<file path="config.mk">
export PLATFORM = sky130hd
export DESIGN_NAME = fetch_exec_ctrl
export DESIGN_NICKNAME = d
export VERILOG_FILES = /design/src/rtl/fetch_exec_ctrl.sv
export SDC_FILE = /design/constraint.sdc
export NUM_CORES = 1
export LEC_CHECK = 0
export ABC_AREA = 0
export BUFFER_PORTS_ARGS = -buffer_cell sky130_fd_sc_hd__clkbuf_2
export CAP_MARGIN = 20
export CORE_ASPECT_RATIO = 2
export CORE_UTILIZATION = 52
export CTS_CLUSTER_SIZE = 8
export DETAILED_ROUTE_END_ITERATION = 7
export GPL_ROUTABILITY_DRIVEN = 0
export PLACE_DENSITY = 0.8
export SYNTH_ARGS = -nofsm -noshare
export SYNTH_HDL_FRONTEND = slang
export SYNTH_SLANG_ARGS = --single-unit
</file>
<file path="constraint.sdc">
create_clock -name clk -period 5.85 [get_ports clk]
set_clock_uncertainty 0.2 [all_clocks]
set_input_delay 0.8775 -clock clk [delete_from_list [all_inputs] [get_ports clk]]
set_output_delay 0.8775 -clock clk [all_outputs]
set_load 0.05 [all_outputs]
</file>
<file path="src/rtl/fetch_exec_ctrl.sv">
// Multi-cycle fetch/decode/execute controller for the baby-CR16 datapath.
// Every control output is registered from the next state and next instruction word.
module fetch_exec_ctrl #(
  parameter int                DATA_W   = 16,
  parameter int                ADDR_W   = 16,
  parameter int                NUM_REGS = 16,
  parameter logic [ADDR_W-1:0] PC_RESET = {ADDR_W{1'b0}}
) (
  input  logic                clk,
  input  logic                reset,
  input  logic [DATA_W-1:0]   mem_rdata,
  input  logic                mem_ready,
  input  logic [4:0]          Flags_in,
  input  logic [DATA_W-1:0]   rdest_data,
  input  logic [DATA_W-1:0]   rsrc_data,
  output logic                mem_req,
  output logic                mem_we,
  output logic [ADDR_W-1:0]   mem_addr,
  output logic [DATA_W-1:0]   mem_wdata,
  output logic [ADDR_W-1:0]   pc,
  output logic [NUM_REGS-1:0] wEnable,
  output logic [3:0]          Rdest_sel,
  output logic [3:0]          Rsrc_sel,
  output logic [7:0]          opcode,
  output logic [DATA_W-1:0]   Imm_in,
  output logic                Imm_sel,
  output logic                flag_we,
  output logic                wb_mem_sel,
  output logic [DATA_W-1:0]   ld_data,
  output logic                halted,
  output logic                err_illegal
);

  typedef enum logic [3:0] {
    ST_RESET  = 4'd0,
    ST_FETCH  = 4'd1,
    ST_DECODE = 4'd2,
    ST_EXEC   = 4'd3,
    ST_MEM_RD = 4'd4,
    ST_LD_WB  = 4'd5,
    ST_MEM_WR = 4'd6,
    ST_BRANCH = 4'd7,
    ST_HALT   = 4'd8
  } state_t;

  localparam logic [4:0] NUM_REGS_L = 5'(NUM_REGS);

  state_t              state_r, state_nx_s;
  logic [15:0]         ir_r, ir_nx_s;
  logic [ADDR_W-1:0]   pc_r, pc_nx_s;
  logic                br_taken_s;
  logic [3:0]          op_s, rd_s, ext_s, rs_s;
  logic [7:0]          imm_s;
  logic                rd_ok_s;
  logic                flags_unused_s;

  logic                mem_req_nx_s, mem_we_nx_s, imm_sel_nx_s, flag_we_nx_s;
  logic                wb_mem_sel_nx_s, halted_nx_s, err_illegal_nx_s;
  logic [ADDR_W-1:0]   mem_addr_nx_s;
  logic [DATA_W-1:0]   mem_wdata_nx_s, imm_in_nx_s;
  logic [NUM_REGS-1:0] wen_nx_s;
  logic [3:0]          rdest_sel_nx_s, rsrc_sel_nx_s;
  logic [7:0]          opcode_nx_s;

  function automatic logic is_imm_op(input logic [3:0] op);
    case (op)
      4'b0001, 4'b0010, 4'b0011, 4'b0101,
      4'b0110, 4'b1001, 4'b1011, 4'b1101: return 1'b1;
      default:                            return 1'b0;
    endcase
  endfunction

  function automatic logic is_signed_imm(input logic [3:0] op);
    case (op)
      4'b0101, 4'b1001, 4'b1011: return 1'b1;
      default:                   return 1'b0;
    endcase
  endfunction

  function automatic logic [NUM_REGS-1:0] reg_onehot(input logic [3:0] r);
    logic [NUM_REGS-1:0] oh;
    for (int i = 0; i < NUM_REGS; i++) oh[i] = (4'(i) == r);
    return oh;
  endfunction

  assign op_s    = ir_nx_s[15:12];
  assign rd_s    = ir_nx_s[11:8];
  assign ext_s   = ir_nx_s[7:4];
  assign rs_s    = ir_nx_s[3:0];
  assign imm_s   = ir_nx_s[7:0];
  assign rd_ok_s = ({1'b0, rd_s} < NUM_REGS_L);
  assign pc      = pc_r;
  assign flags_unused_s = ^{Flags_in[3:2], Flags_in[0]};

  // Branch condition from the live flags: bit1 = Z, bit4 = C.
  always_comb begin
    case (ir_r[11:8])
      4'b0000: br_taken_s = Flags_in[1];
      4'b0001: br_taken_s = ~Flags_in[1];
      4'b0010: br_taken_s = Flags_in[4];
      4'b0011: br_taken_s = ~Flags_in[4];
      4'b1110: br_taken_s = 1'b1;
      default: br_taken_s = 1'b0;
    endcase
  end

  // Next state, next instruction register and next program counter.
  always_comb begin
    state_nx_s = state_r;
    ir_nx_s    = ir_r;
    pc_nx_s    = pc_r;
    case (state_r)
      ST_RESET: state_nx_s = ST_FETCH;
      ST_FETCH: begin
        if (mem_ready) begin
          ir_nx_s    = mem_rdata[15:0];
          pc_nx_s    = pc_r + ADDR_W'(1'b1);
          state_nx_s = ST_DECODE;
        end else begin
          state_nx_s = ST_FETCH;
        end
      end
      ST_DECODE: begin
        if (ir_r[15:12] == 4'b0100 && ir_r[7:4] == 4'b0000) begin
          state_nx_s = ST_MEM_RD;
        end else if (ir_r[15:12] == 4'b0100 && ir_r[7:4] == 4'b0100) begin
          state_nx_s = ST_MEM_WR;
        end else if (ir_r[15:12] == 4'b1100) begin
          state_nx_s = ST_BRANCH;
        end else if (ir_r[15:12] == 4'b1111) begin
          state_nx_s = ST_HALT;
        end else begin
          state_nx_s = ST_EXEC;
        end
      end
      ST_EXEC:   state_nx_s = ST_FETCH;
      ST_MEM_RD: state_nx_s = mem_ready ? ST_LD_WB : ST_MEM_RD;
      ST_LD_WB:  state_nx_s = ST_FETCH;
      ST_MEM_WR: state_nx_s = mem_ready ? ST_FETCH : ST_MEM_WR;
      ST_BRANCH: begin
        state_nx_s = ST_FETCH;
        if (br_taken_s) begin
          pc_nx_s = pc_r + {{(ADDR_W-8){ir_r[7]}}, ir_r[7:0]};
        end else begin
          pc_nx_s = pc_r;
        end
      end
      ST_HALT:   state_nx_s = ST_HALT;
      default:   state_nx_s = ST_RESET;
    endcase
  end

  // Control outputs for the state about to be entered.
  always_comb begin
    mem_req_nx_s     = 1'b0;
    mem_we_nx_s      = 1'b0;
    mem_addr_nx_s    = {ADDR_W{1'b0}};
    mem_wdata_nx_s   = {DATA_W{1'b0}};
    wen_nx_s         = {NUM_REGS{1'b0}};
    opcode_nx_s      = 8'h00;
    imm_in_nx_s      = {DATA_W{1'b0}};
    imm_sel_nx_s     = 1'b0;
    flag_we_nx_s     = 1'b0;
    wb_mem_sel_nx_s  = 1'b0;
    halted_nx_s      = 1'b0;
    err_illegal_nx_s = 1'b0;
    if (state_nx_s != ST_RESET && state_nx_s != ST_HALT) begin
      rdest_sel_nx_s = rd_s;
      rsrc_sel_nx_s  = rs_s;
    end else begin
      rdest_sel_nx_s = 4'h0;
      rsrc_sel_nx_s  = 4'h0;
    end
    case (state_nx_s)
      ST_FETCH: begin
        mem_req_nx_s  = 1'b1;
        mem_addr_nx_s = pc_nx_s;
      end
      ST_EXEC: begin
        if (op_s == 4'b0000) begin
          opcode_nx_s = {op_s, ext_s};
          if (ext_s == 4'b0000) begin
            flag_we_nx_s = 1'b0;
          end else if (ext_s == 4'b1011) begin
            flag_we_nx_s = 1'b1;
          end else if (rd_ok_s) begin
            wen_nx_s     = reg_onehot(rd_s);
            flag_we_nx_s = 1'b1;
          end else begin
            err_illegal_nx_s = 1'b1;
          end
        end else if (is_imm_op(op_s)) begin
          opcode_nx_s  = {op_s, 4'b0000};
          imm_sel_nx_s = 1'b1;
          imm_in_nx_s  = is_signed_imm(op_s) ? {{(DATA_W-8){imm_s[7]}}, imm_s}
                                             : {{(DATA_W-8){1'b0}}, imm_s};
          if (op_s == 4'b1011) begin
            flag_we_nx_s = 1'b1;
          end else if (rd_ok_s) begin
            wen_nx_s     = reg_onehot(rd_s);
            flag_we_nx_s = 1'b1;
          end else begin
            err_illegal_nx_s = 1'b1;
          end
        end else begin
          err_illegal_nx_s = 1'b1;
        end
      end
      ST_MEM_RD: begin
        mem_req_nx_s  = 1'b1;
        mem_addr_nx_s = rsrc_data[ADDR_W-1:0];
      end
      ST_LD_WB: begin
        if (rd_ok_s) begin
          wen_nx_s        = reg_onehot(rd_s);
          wb_mem_sel_nx_s = 1'b1;
        end else begin
          err_illegal_nx_s = 1'b1;
        end
      end
      ST_MEM_WR: begin
        mem_req_nx_s   = 1'b1;
        mem_we_nx_s    = 1'b1;
        mem_addr_nx_s  = rsrc_data[ADDR_W-1:0];
        mem_wdata_nx_s = rdest_data;
      end
      ST_HALT: halted_nx_s = 1'b1;
      default: halted_nx_s = 1'b0;
    endcase
  end

  // State, instruction, pc, load data and registered control outputs.
  always_ff @(posedge clk or posedge reset) begin
    if (reset) begin
      state_r     <= ST_RESET;
      ir_r        <= 16'h0000;
      pc_r        <= PC_RESET;
      ld_data     <= {DATA_W{1'b0}};
      mem_req     <= 1'b0;
      mem_we      <= 1'b0;
      mem_addr    <= {ADDR_W{1'b0}};
      mem_wdata   <= {DATA_W{1'b0}};
      wEnable     <= {NUM_REGS{1'b0}};
      Rdest_sel   <= 4'h0;
      Rsrc_sel    <= 4'h0;
      opcode      <= 8'h00;
      Imm_in      <= {DATA_W{1'b0}};
      Imm_sel     <= 1'b0;
      flag_we     <= 1'b0;
      wb_mem_sel  <= 1'b0;
      halted      <= 1'b0;
      err_illegal <= 1'b0;
    end else begin
      state_r     <= state_nx_s;
      ir_r        <= ir_nx_s;
      pc_r        <= pc_nx_s;
      if (state_r == ST_MEM_RD && mem_ready) begin
        ld_data <= mem_rdata;
      end else begin
        ld_data <= ld_data;
      end
      mem_req     <= mem_req_nx_s;
      mem_we      <= mem_we_nx_s;
      mem_addr    <= mem_addr_nx_s;
      mem_wdata   <= mem_wdata_nx_s;
      wEnable     <= wen_nx_s;
      Rdest_sel   <= rdest_sel_nx_s;
      Rsrc_sel    <= rsrc_sel_nx_s;
      opcode      <= opcode_nx_s;
      Imm_in      <= imm_in_nx_s;
      Imm_sel     <= imm_sel_nx_s;
      flag_we     <= flag_we_nx_s;
      wb_mem_sel  <= wb_mem_sel_nx_s;
      halted      <= halted_nx_s;
      err_illegal <= err_illegal_nx_s;
    end
  end

endmodule

</file>
---- Yosys cells after proc, flatten, opt, wreduce, memory -nomap -nowiden ----
Memories as Yosys holds them, arrays and structs flattened.
Index checks and enable logic that the tools add are counted.
cells by class
  multiplexer cells ....................... 50
  reductions and logical operators ........ 15
  add/subtract/negate cells ............... 2
  equality and inequality tests ........... 42
  bitwise operators ....................... 2
operators with widths
  cell                                                              count
  16-bit 2-to-1 mux                                                 14
  16-bit one-hot mux with 2 select lines                            3
  4-bit by 3-bit == test with 1-bit output (second input constant)  10
  4-bit == test (first input constant)                              8
  4-bit == test (second input constant)                             8
  4-bit logical NOT                                                 6
  4-bit 2-to-1 mux                                                  6
  8-bit 2-to-1 mux                                                  3
  4-bit one-hot mux with 6 select lines                             1
  4-bit by 2-bit == test with 1-bit output (second input constant)  5
  1-bit 2-to-1 mux                                                  20
  16-bit by 1-bit adder with 16-bit output (second input constant)  1
  16-bit adder                                                      1
  3-bit by 4-bit == test with 1-bit output (first input constant)   4
  4-bit by 1-bit == test with 1-bit output (second input constant)  3
  2-bit by 4-bit == test with 1-bit output (first input constant)   2
  3-bit OR reduction                                                2
  1-bit one-hot mux with 5 select lines                             1
  1-bit by 4-bit == test with 1-bit output (first input constant)   1
  1-bit logical AND                                                 4
  4-bit != test (second input constant)                             1
  4-bit nonzero test                                                1
  4-bit OR reduction                                                1
  3-bit 2-to-1 mux                                                  1
  3 further kinds                                                   4
word-level totals
  memory bits (read-only) ................. 16
  logic and storage cells ................. 130
  flip-flop bits (word level) ............. 139
  output and inout bits ................... 119
  memories kept ........................... 1
  bits of input ports ..................... 56
memories
  memory            depth  width  read ports  clocked after memory_dff  write ports  line  text
  (name not given)  16     1      1           0                         0            66    case (op)

---- Logic depth before layout (Yosys ltp) ----
Gate-level depths: netlist (run 1).
  depth after elaboration ................. 15
  depth in mapped cells ................... 15
  mapped depth without buffers ............ 10

---- Worst setup path before layout (run 1) ----
Ideal clock, no wire load.
  path type ............................... register to register
  start ................................... reg state_r[3]
  end ..................................... reg wEnable[15]
  setup time .............................. 146 ps
  slack ................................... 2,231 ps
  data arrival time ....................... 3,272 ps
  cell stages (with the launch flop) ...... 15
  period minus slack after synthesis ...... 3,619 ps
  required time ........................... 5,504 ps
  path buffers ............................ 5
  path through ............................ dfrtp_1 -> buf_6 -> or4b_4 -> buf_6 -> nor2_4 -> buf_6 -> clkbuf_1 -> mux2i_1 -> inv_1 -> ha_1 -> mux2i_1 -> o22ai_1 -> a211oi_4 -> buf_6 -> nor4_1
between the ends
  longest elaborated chain between the ends .. 8
  elaborated cells on any way between the ends .. 28
  classes of those cells .................. eq/ne: 13; mux: 10; reduce/logical: 4; memory: 1
ends and longest elaborated chain
  element                                       line  text
  from (decl)                                   48    state_t state_r, state_nx_s;
  from (signal assigned)                        254   state_r <= state_nx_s;
  4-bit by 1-bit == test with 1-bit output (*)  112   case (state_r)
  16-bit 2-to-1 mux (*)                         112
  net ir_nx_s[12]                               49    logic [15:0] ir_r, ir_nx_s;
  memory 16 x 1 bit                             --
  1-bit 2-to-1 mux                              180   if (op_s == 4'b0000) begin
  1-bit 2-to-1 mux                              174   case (state_nx_s)
  16-bit 2-to-1 mux                             192   end else if (is_imm_op(op_s)) begin
  16-bit 2-to-1 mux (*)                         180
  16-bit one-hot mux with 2 select lines (*)    174
  net wen_nx_s[15]                              61    logic [NUM_REGS-1:0] wen_nx_s;
  to (signal assigned)                          243   wEnable <= {NUM_REGS{1'b0}};
  to (signal assigned)                          266   wEnable <= wen_nx_s;
  to (decl)                                     21    output logic [NUM_REGS-1:0] wEnable,
Mark *: on every way through the listed nets, which the timed path passes. The rest lies on a longest branch. The select of a mux whose other input is x is not followed.
A chain may end at the register's enable or synchronous reset.

---- Final worst setup path (run 1) ----
  start ................................... reg state_r[1]
  end ..................................... reg wEnable[9]
between the ends
  longest elaborated chain between the ends .. 8
  elaborated cells on any way between the ends .. 28
  classes of those cells .................. eq/ne: 13; mux: 10; reduce/logical: 4; memory: 1
ends and longest elaborated chain
  element                                     line
  4-bit by 1-bit == test with 1-bit output    112
  16-bit 2-to-1 mux                           112
  memory 16 x 1 bit                           --
  1-bit 2-to-1 mux                            180
  1-bit 2-to-1 mux                            174
  16-bit 2-to-1 mux                           192
  16-bit 2-to-1 mux                           180
  16-bit one-hot mux with 2 select lines (*)  174
  net wen_nx_s[9]                             61
Marks and branches as above.

==> results.cfg, run 1 <==
[timing]
timing.final.hold_violations = 0
rsz0062_at_grt = false
tightest_slew_ns = 0.833
tns_ns = 0
fmax_ghz = 0.247
fin_crit_ns = 4.05
post-route-period-util_pct = 69.2
whs_ns = 0.285
setup_viol = 0
fin_ws_ns = 1.80
slew_headroom_pct = 44.5
drv_slew = 0

[cts]
cts_buffer_depth = 2
cts.sinks = 132
ctsResizeCount = 0
numCtsBuffers = 17
postCtsSetupBuffers = 0
insertion_delay_ns = 0.41
cts_root_buf = clkbuf_16
clkTransAtPathRegs_ns = 0.06
cts_tree = built
h-tree-depth = 4
cts_hold_buf = 0

[logic_synthesis]
ys_types = 70
synth_top_cell_by_area = dfrtp_1
syn_inst = 576
syn-num-nets = 652
synth_edf_count = 0
postSynthAreaPerCell_sq_um = 10.7
ys.flop_type = dfrtp_1
synth_async_sr_flop_share_pct = 100
synth_common_cells = dfrtp_1 (132), nand2_1 (60), nor2_1 (39)
ys_seq_area_share_pct = 53.7
synthDominantCellAreaShare_pct = 53.7
synth_warnings = 0
ys_seq_elements = 132
synth_most_common_cell = dfrtp_1
netlist_area_sq_um = 6150
synth_area_leaders = dfrtp_1 (54%), ha_1 (3.9%), nand2_1 (3.7%), mux2i_1 (3.1%), nor2_1 (2.4%)

[critical_path]
worstPathBufferInverterCount = 0
critPathRequiredTime_ns = 5.90
rr_worst_depth = 8
cp.depth = 8
cp_cell_sequence = or4b_4 > nor2_4 > mux2i_1 > ha_1 > mux2i_1 > o22ai_1 > a211oi_4 > nor3_1
reg2reg_from = state_r[1]
critPathLaunchType = flop
worstPathArrival_ns = 4.10
end_kind = flop
slowest_delay_ns = 0.67
cp_slowest_cell = or4b_4
crit_path_start = state_r[1]
reg2reg_to = wEnable[9]
path_common_cell = mux2i_1
worstPathMaxFanout = 20
r2r_slack_ns = 1.80
path_delay_family = simple AND/OR/NAND/NOR gates
path_class = reg -> reg

[floorplanning]
die_h_um = 156
dieArea_sq_um = 12300
die_w_um = 78.9
io_pins = 175
start_util_pct = 53.8
core_area_sq_um = 11400
num_rows = 55

[global_route]
antenna_found_initial = 0
grt_usage_pct = 28.9
grt_pass1_vias = 5474
grt_pass1_wl_um = 26900
gr-total-overflow = 0
grt_max_degree = 68

[detailed_routing]
vias_per_cell = 5.88
wl_um = 16800
wl_per_cell_um = 18.7
drc = 0
via_count = 5283
drt_iter0_markers = 389
ant_nets = 0
dr.pass1.iters = 7

[status]
status = finished clean

[layout]
finalInstanceArea_sq_um = 7760
layout-drive-gt1-share_pct = 30.2
area_delta_synth_final_pct = 26.3
fillers = 909
layout.nets = 819
fin_cells = 898
n_antenna_cell = 0

[place]
dpl.hpwl_um = 12300
io_buffers = 171
post_dp_cell_area_sq_um = 7040
placedCellCount = 863
dpl_worst_slack_ns = 1.72

[worst_hold_path]
min_from = ld_data[6]
hold-path-cell-count = 2
hp-class = reg -> reg
holdPathEnd = ld_data[6]

[flow_run]
max_cap_viol_count = 0

[power_and_ir_drop]
ir_drop_uv = 388
power.density_nw_per_um2 = 582
internal_power_uw = 2530
pwr-share-comb_pct = 43.8
switching_share_pct = 44.0
netSwitchingPower_uw = 1990
power.share.clock_pct = 27.2
leakage_uw = 0.00409
p_seq_share_pct = 29.0
-- sequential cells by signal, summed over array words and instances (netlist names), 4 cells and up --
name	count
ir_r	16
ld_data	16
mem_addr	16
mem_wdata	16
pc	16
wEnable	16
Imm_in	9
opcode	8
Rdest_sel	4
Rsrc_sel	4
state_r	4
-- placed cells by master (no fill, tap or decap), drive strengths merged, types with 4 or more instances in the layout --
master	n
a21o	6
nor2	40
nor4	5
mux2	6
o211ai	6
and2	4
nand2	60
nand4	7
xor2	8
o21ai	17
xnor2	8
and3	20
o21a	6
a22o	10
inv	36
a211oi	5
nand3	14
bufinv	6
a31oi	5
ha	19
mux2i	19
o221ai	4
dfrtp	132
clkbuf	190
nor3	28
nor3b	6
o22ai	4
buf	5
a21oi	22
nand2b	7
-- worst max-delay path by stage --
| stage | end | slack [ns] |
|---|---|---|
| final | wEnable[9] | 1.80 |
| after global routing | wEnable[9] | 1.59 |
| after detailed placement | wEnable[9] | 1.72 |
| after floorplan | Imm_in[0] | 1.25 |
| after global placement | wEnable[6] | 1.88 |
| after CTS | wEnable[9] | 1.86 |
-- power groups by stage --
stage               logic, uW  registers [uW]  clock network [uW]
finish                   1980            1310                1230
global route             2130            1330                1280
CTS                      1950            1300                1250
detailed placement       1930            1320                   0
global placement         1870            1310                   0
floorplan                1030            1740                   0
-- worst reg2reg max path, stage by stage (launching register included) --
cell      delay (ns)
dfrtp_1         0.51
or4b_4          0.68
nor2_4          0.57
mux2i_1         0.45
ha_1            0.30
mux2i_1         0.21
o22ai_1         0.16
a211oi_4        0.64
nor3_1          0.18
-- through the flow --
stage	total power (uW)	util [%]
after detailed placement	3250	61.6
after CTS	4500	67.6
final	4520	67.9
after global placement	3180	61.6
after global routing	4740	67.9
after floorplan	2770	-
-- cell type report --
type                            instances  area, sq um  share of cell area [%]
Clock buffer                           18          439                    5.66
Multi-Input combinational cell        384         2560                    33.0
Clock inverter                         14          245                    3.16
Timing Repair Buffer                  177          918                    11.8
Sequential cell                       132         3300                    42.6
Inverter                               31          119                    1.53
Tap cell                              142          178                    2.29
-- logic make-up (layout without fill, tap and decap cells) --
logic type | after synthesis | in the layout | share of synthesized area, %
and+or+nand+nor | 208 | 208 | 17.4
DFF | 132 | 132 | 53.7
AOI/OAI and AO/OA | 115 | 115 | 13.6
buffers and inverters | 60 | 240 | 4.64
muxes | 25 | 25 | 4.19
adders and majority gates | 20 | 20 | 4.19
xor gates and xnor gates | 16 | 16 | 2.28
-- routing by layer --
layer / global-route usage, % / wire, um
met1: 29.9 / 5870
met2: 53.3 / 9220
met3: 5.32 / 869
met4: 16.5 / 867
met5: 0 / 0
Power figures use the tool's default switching activity.
==> inputs of run 2 (changes only) <==
Settings changed: ABC_AREA 0 to 1, CORE_UTILIZATION 52 to 53.
Clock period 5.85 ns to 4.1 ns, I/O delays scaled along.
==> results.cfg, run 2 <==
[status]
status = finished clean

[critical_path]
critPathRequiredTime_ns = 4.20
worstPathArrival_ns = 3.21
critPathLaunchType = flop
end_kind = flop
worstPathMaxFanout = 13
path_class = reg -> reg

[layout]
fin_cells = 1145
area_delta_synth_final_pct = 22.7
final_common_cell = nand2_1
layout.nets = 1061
multi_input_area_sq_um = 2670
final_util_pct = 66.2
final_cell_mix = nand2_1 (248), clkbuf_2 (171), dfrtp_1 (132)
fillers = 1023
layout-drive-gt1-share_pct = 24.3
n_antenna_cell = 0
seqCellArea_sq_um = 3300

[timing]
post-route-period-util_pct = 75.9
slew_headroom_pct = 53.1
fin_crit_ns = 3.11
fmax_ghz = 0.321
fin_ws_ns = 0.989
timing.final.hold_violations = 0
tightest_slew_ns = 0.704
setup_viol = 0
tns_ns = 0
drv_slew = 0
rsz0062_at_grt = false

[cts]
postCtsSetupBuffers = 0
cts.sinks = 132
clkTransAtPathRegs_ns = 0.06
cts_hold_buf = 0
ctsResizeCount = 0
cts_root_buf = clkbuf_16
insertion_delay_ns = 0.41
cts_buffer_depth = 2
h-tree-depth = 4
cts_tree = built
numCtsBuffers = 17

[flow_run]
max_cap_viol_count = 0

[logic_synthesis]
synth_most_common_cell = nand2_1
ys_seq_elements = 132
ys.flop_type = dfrtp_1
ys_types = 39
syn-num-nets = 891
synth_warnings = 0
synth_area_leaders = dfrtp_1 (50%), nand2_1 (14%), inv_1 (6.0%), nor2_1 (5.1%), nand3_1 (3.7%)
syn_inst = 815
synth_common_cells = nand2_1 (248), dfrtp_1 (132), inv_1 (105)
synth_top_cell_by_area = dfrtp_1
synth_edf_count = 0
postSynthAreaPerCell_sq_um = 8.03
netlist_area_sq_um = 6550
synth_async_sr_flop_share_pct = 100
ys_seq_area_share_pct = 50.5
synthDominantCellAreaShare_pct = 50.5

[global_route]
grt_max_degree = 133
grt_pass1_vias = 6118
grt_pass1_wl_um = 28000
antenna_found_initial = 0
grt_usage_pct = 29.1
gr-total-overflow = 0

[detailed_routing]
drc = 0
wl_um = 17400
drt_iter0_markers = 271
m1WireLength_um = 5670
vias_per_cell = 5.24
via_count = 5999
wl_met3_um = 712
wl_per_cell_um = 15.2
wl_met2_um = 9820
dr.pass1.iters = 5
ant_nets = 0
routed.top_layer = met4

[floorplanning]
die_h_um = 159
start_util_pct = 54.0
num_rows = 57
die_w_um = 80.6
core_area_sq_um = 12100
io_pins = 175
dieArea_sq_um = 12800

[worst_hold_path]
hp-class = in -> async

[place]
placedCellCount = 1113
dpl_worst_slack_ns = 1.02
dpl.hpwl_um = 13100
io_buffers = 171

[power_and_ir_drop]
leakage_uw = 0.00459
power.density_nw_per_um2 = 747
ir_drop_uv = 427
[run 2: changes by cell type after synthesis, moves of 19 or more]
cell,before,now
o21ai_0,16,43
and3_1,20,1
inv_1,29,105
nand3_1,14,48
nand2_1,60,248
nor2_1,39,89
mux2i_1,19,0
[run 2: through the flow]
| stage | power, uW | hold slack [ns] | area, sq um |
|---|---|---|---|
| global placement | 4520 | 0.264 | 7470 |
| finish | 6000 | 0.180 | 8030 |
| floorplan | 3910 | 0.333 | 6550 |
| CTS | 6010 | 0.166 | 8030 |
| global route | 6350 | 0.175 | 8030 |
| detailed placement | 4570 | 0.266 | 7470 |
[run 2: cell families (layout without fill, tap and decap cells)]
kind of cell / Yosys count / count (layout) / synth area share, %
AND/OR/NAND/NOR: 448 / 448 / 29.8
adder cells (fa/ha/maj): 20 / 20 / 3.94
flip-flops: 132 / 132 / 50.5
buffers and inverters: 135 / 318 / 8.75
AO/OA/AOI/OAI: 74 / 74 / 6.27
XOR/XNOR: 6 / 6 / 0.803
[run 2: area by class of cell]
| cell class | instances | area share [%] |
|---|---|---|
| Timing Repair Buffer | 174 | 11.1 |
| Inverter | 112 | 5.28 |
| Multi-Input combinational cell | 548 | 33.3 |
| Tap cell | 147 | 2.29 |
| Clock inverter | 13 | 1.43 |
| Clock buffer | 19 | 5.52 |
| Sequential cell | 132 | 41.1 |
[run 2: power breakdown]
group          total, uW  switching, uW  internal [uW]
clock               1420            613            809
sequential          1830            237           1590
combinational       2750           2050            699
total               6000           2900           3100
[run 2: per-layer routing]
metal  GRT usage (%)  vias up
met4            21.3        0
met3            5.44       82
met2            53.6      240
li1                -     2881
met5               0        -
met1            26.9     2796
[run 2: path summary, 6_finish.rpt]
kind,start,end,slack [ns],depth (start not counted)
max reg2reg,state_r[0],wEnable[7],0.99,17
max,state_r[0],wEnable[7],0.99,17
min reg2reg,ld_data[5],ld_data[5],0.28,2
min,reset,mem_wdata[3],0.18,3
max in group asynchronous,reset,mem_addr[3],2.96,3
min in group clk,rdest_data[9],mem_wdata[9],0.18,3
[run 2: worst max-delay path: stages, from the launching register on]
cell,delay [ns]
dfrtp_1,0.56
inv_2,0.09
nor2_4,0.16
nand3_2,0.28
inv_2,0.29
nand2_1,0.08
o21ai_0,0.20
ha_1,0.32
inv_1,0.05
nand2_1,0.04
nand2_1,0.05
nand2_1,0.06
nand3_1,0.08
nand2_1,0.10
nand2_1,0.12
nand2_2,0.09
nand2_1,0.15
nor2_1,0.06
==> inputs of run 3 (changes only) <==
Clock period 4.1 ns to 3.2 ns, I/O delays scaled along.
==> results.cfg, run 3 (synthesis results as in run 2) <==
[worst_hold_path]
min_from = rdest_data[15]
hp-class = in -> reg
hold-path-cell-count = 3

[critical_path]
worstPathMaxFanout = 6
crit_path_start = pc[0]
end_kind = flop
path_class = reg -> reg
r2r_slack_ns = 0.36
path_common_cell = nand2_1
reg2reg_to = mem_addr[10]
critPathLaunchType = flop
cp_cell_sequence = ha_1 > inv_1 > fa_1 > o21ai_0 > nand2_1 > nand2_1 > nand2_1 > nand2_1 > nand2_1 > nand3_1 > nand3_1 > nand2_1 > nand2_1
endpoint = mem_addr[10]
critPathRequiredTime_ns = 3.31
cp_slowest_cell = dfrtp_1
slowest_delay_ns = 0.46
worstPathArrival_ns = 2.95
rr_worst_depth = 13
reg2reg_from = pc[0]

[timing]
whs_ns = 0.0413
tns_ns = 0
tightest_slew_ns = 0.590
fin_crit_ns = 2.84
slew_headroom_pct = 60.7
fmax_ghz = 0.352
post-route-period-util_pct = 88.9
timing.final.hold_violations = 0
rsz0062_at_grt = false
setup_viol = 0
drv_slew = 0

[cts]
insertion_delay_ns = 0.42
numCtsBuffers = 17
h-tree-depth = 4
cts_buffer_depth = 2
cts_root_buf = clkbuf_16
cts.sinks = 132
postCtsSetupBuffers = 0
cts_tree = built
clkTransAtPathRegs_ns = 0.07

[layout]
finalInstanceArea_sq_um = 8160
n_antenna_cell = 0
fin_cells = 1154
layout.nets = 1070
layout-drive-gt1-share_pct = 25.0
final_util_pct = 67.3
final_common_cell = nand2_1
area_delta_synth_final_pct = 24.6
final_cell_mix = nand2_1 (248), clkbuf_2 (171), dfrtp_1 (132)

[detailed_routing]
wl_per_cell_um = 15.8
vias_per_cell = 5.22
drc = 0
via_count = 6020
drt_iter0_markers = 390
dr.pass1.iters = 5
wl_um = 18200
ant_nets = 0

[global_route]
grt_usage_pct = 31.3
gr-total-overflow = 0
grt_max_degree = 48
grt_pass1_wl_um = 29800
antenna_found_initial = 0
grt_pass1_vias = 6163

[power_and_ir_drop]
power.density_nw_per_um2 = 969
ir_drop_uv = 647
leakage_uw = 0.00467

[place]
placedCellCount = 1121
io_buffers = 171
post_dp_cell_area_sq_um = 7540
dpl.hpwl_um = 13500

[floorplanning]
start_util_pct = 54.0
num_rows = 57
die_h_um = 159
io_pins = 175
die_w_um = 80.6
core_area_sq_um = 12100
dieArea_sq_um = 12800

[flow_run]
max_cap_viol_count = 0

[status]
status = finished clean
[run 3: per-layer routing]
metal	track usage, %	wire length [um]
met1	31.1	5990
met2	57.4	10200
met3	4.41	720
met4	21.1	1310
met5	0	0
[run 3: repair_timing]
action,in CTS,in global routing
gates resized for setup,0,0
hold buffers,1,0
hold endpoints to repair,17,0
[run 3: power breakdown]
group / total [uW] / internal (uW) / switching, uW
logic: 3590 / 932 / 2660
clock network: 1980 / 1120 / 855
registers: 2340 / 2030 / 306
[run 3: per-stage QoR]
step | power, uW | setup slack (ns)
after floorplan | 5010 | 0.613
after global placement | 5830 | 0.483
after detailed placement | 5910 | 0.450
after CTS | 7910 | 0.400
after global routing | 8400 | 0.0873
final | 7910 | 0.356
[run 3: cell type report]
class                   count  area, sq um
multi-input cells         548         2670
well taps                 147          184
inverters                 112          424
fillers                  1033         3970
repair buffers            183          973
clock buffers              17          425
clock inverters            15          176
flip-flops and latches    132         3300
[run 3: how the worst min path moves through the flow]
stage	endpoint	slack, ns
floorplan	ir_r[4]	0.33
global placement	ld_data[7]	0.26
detailed placement	ld_data[10]	0.27
CTS	mem_wdata[0]	0.03
global route	mem_wdata[3]	0.05
finish	mem_wdata[15]	0.04
[run 3: worst max-delay path: cells and delay by family (launching register included)]
family,cells,cell delay [ns]
and+or+nand+nor,9,0.92
DFF,1,0.46
AOI/OAI and AO/OA,1,0.45
adders and majority gates,2,0.64
buffers and inverters,1,0.06
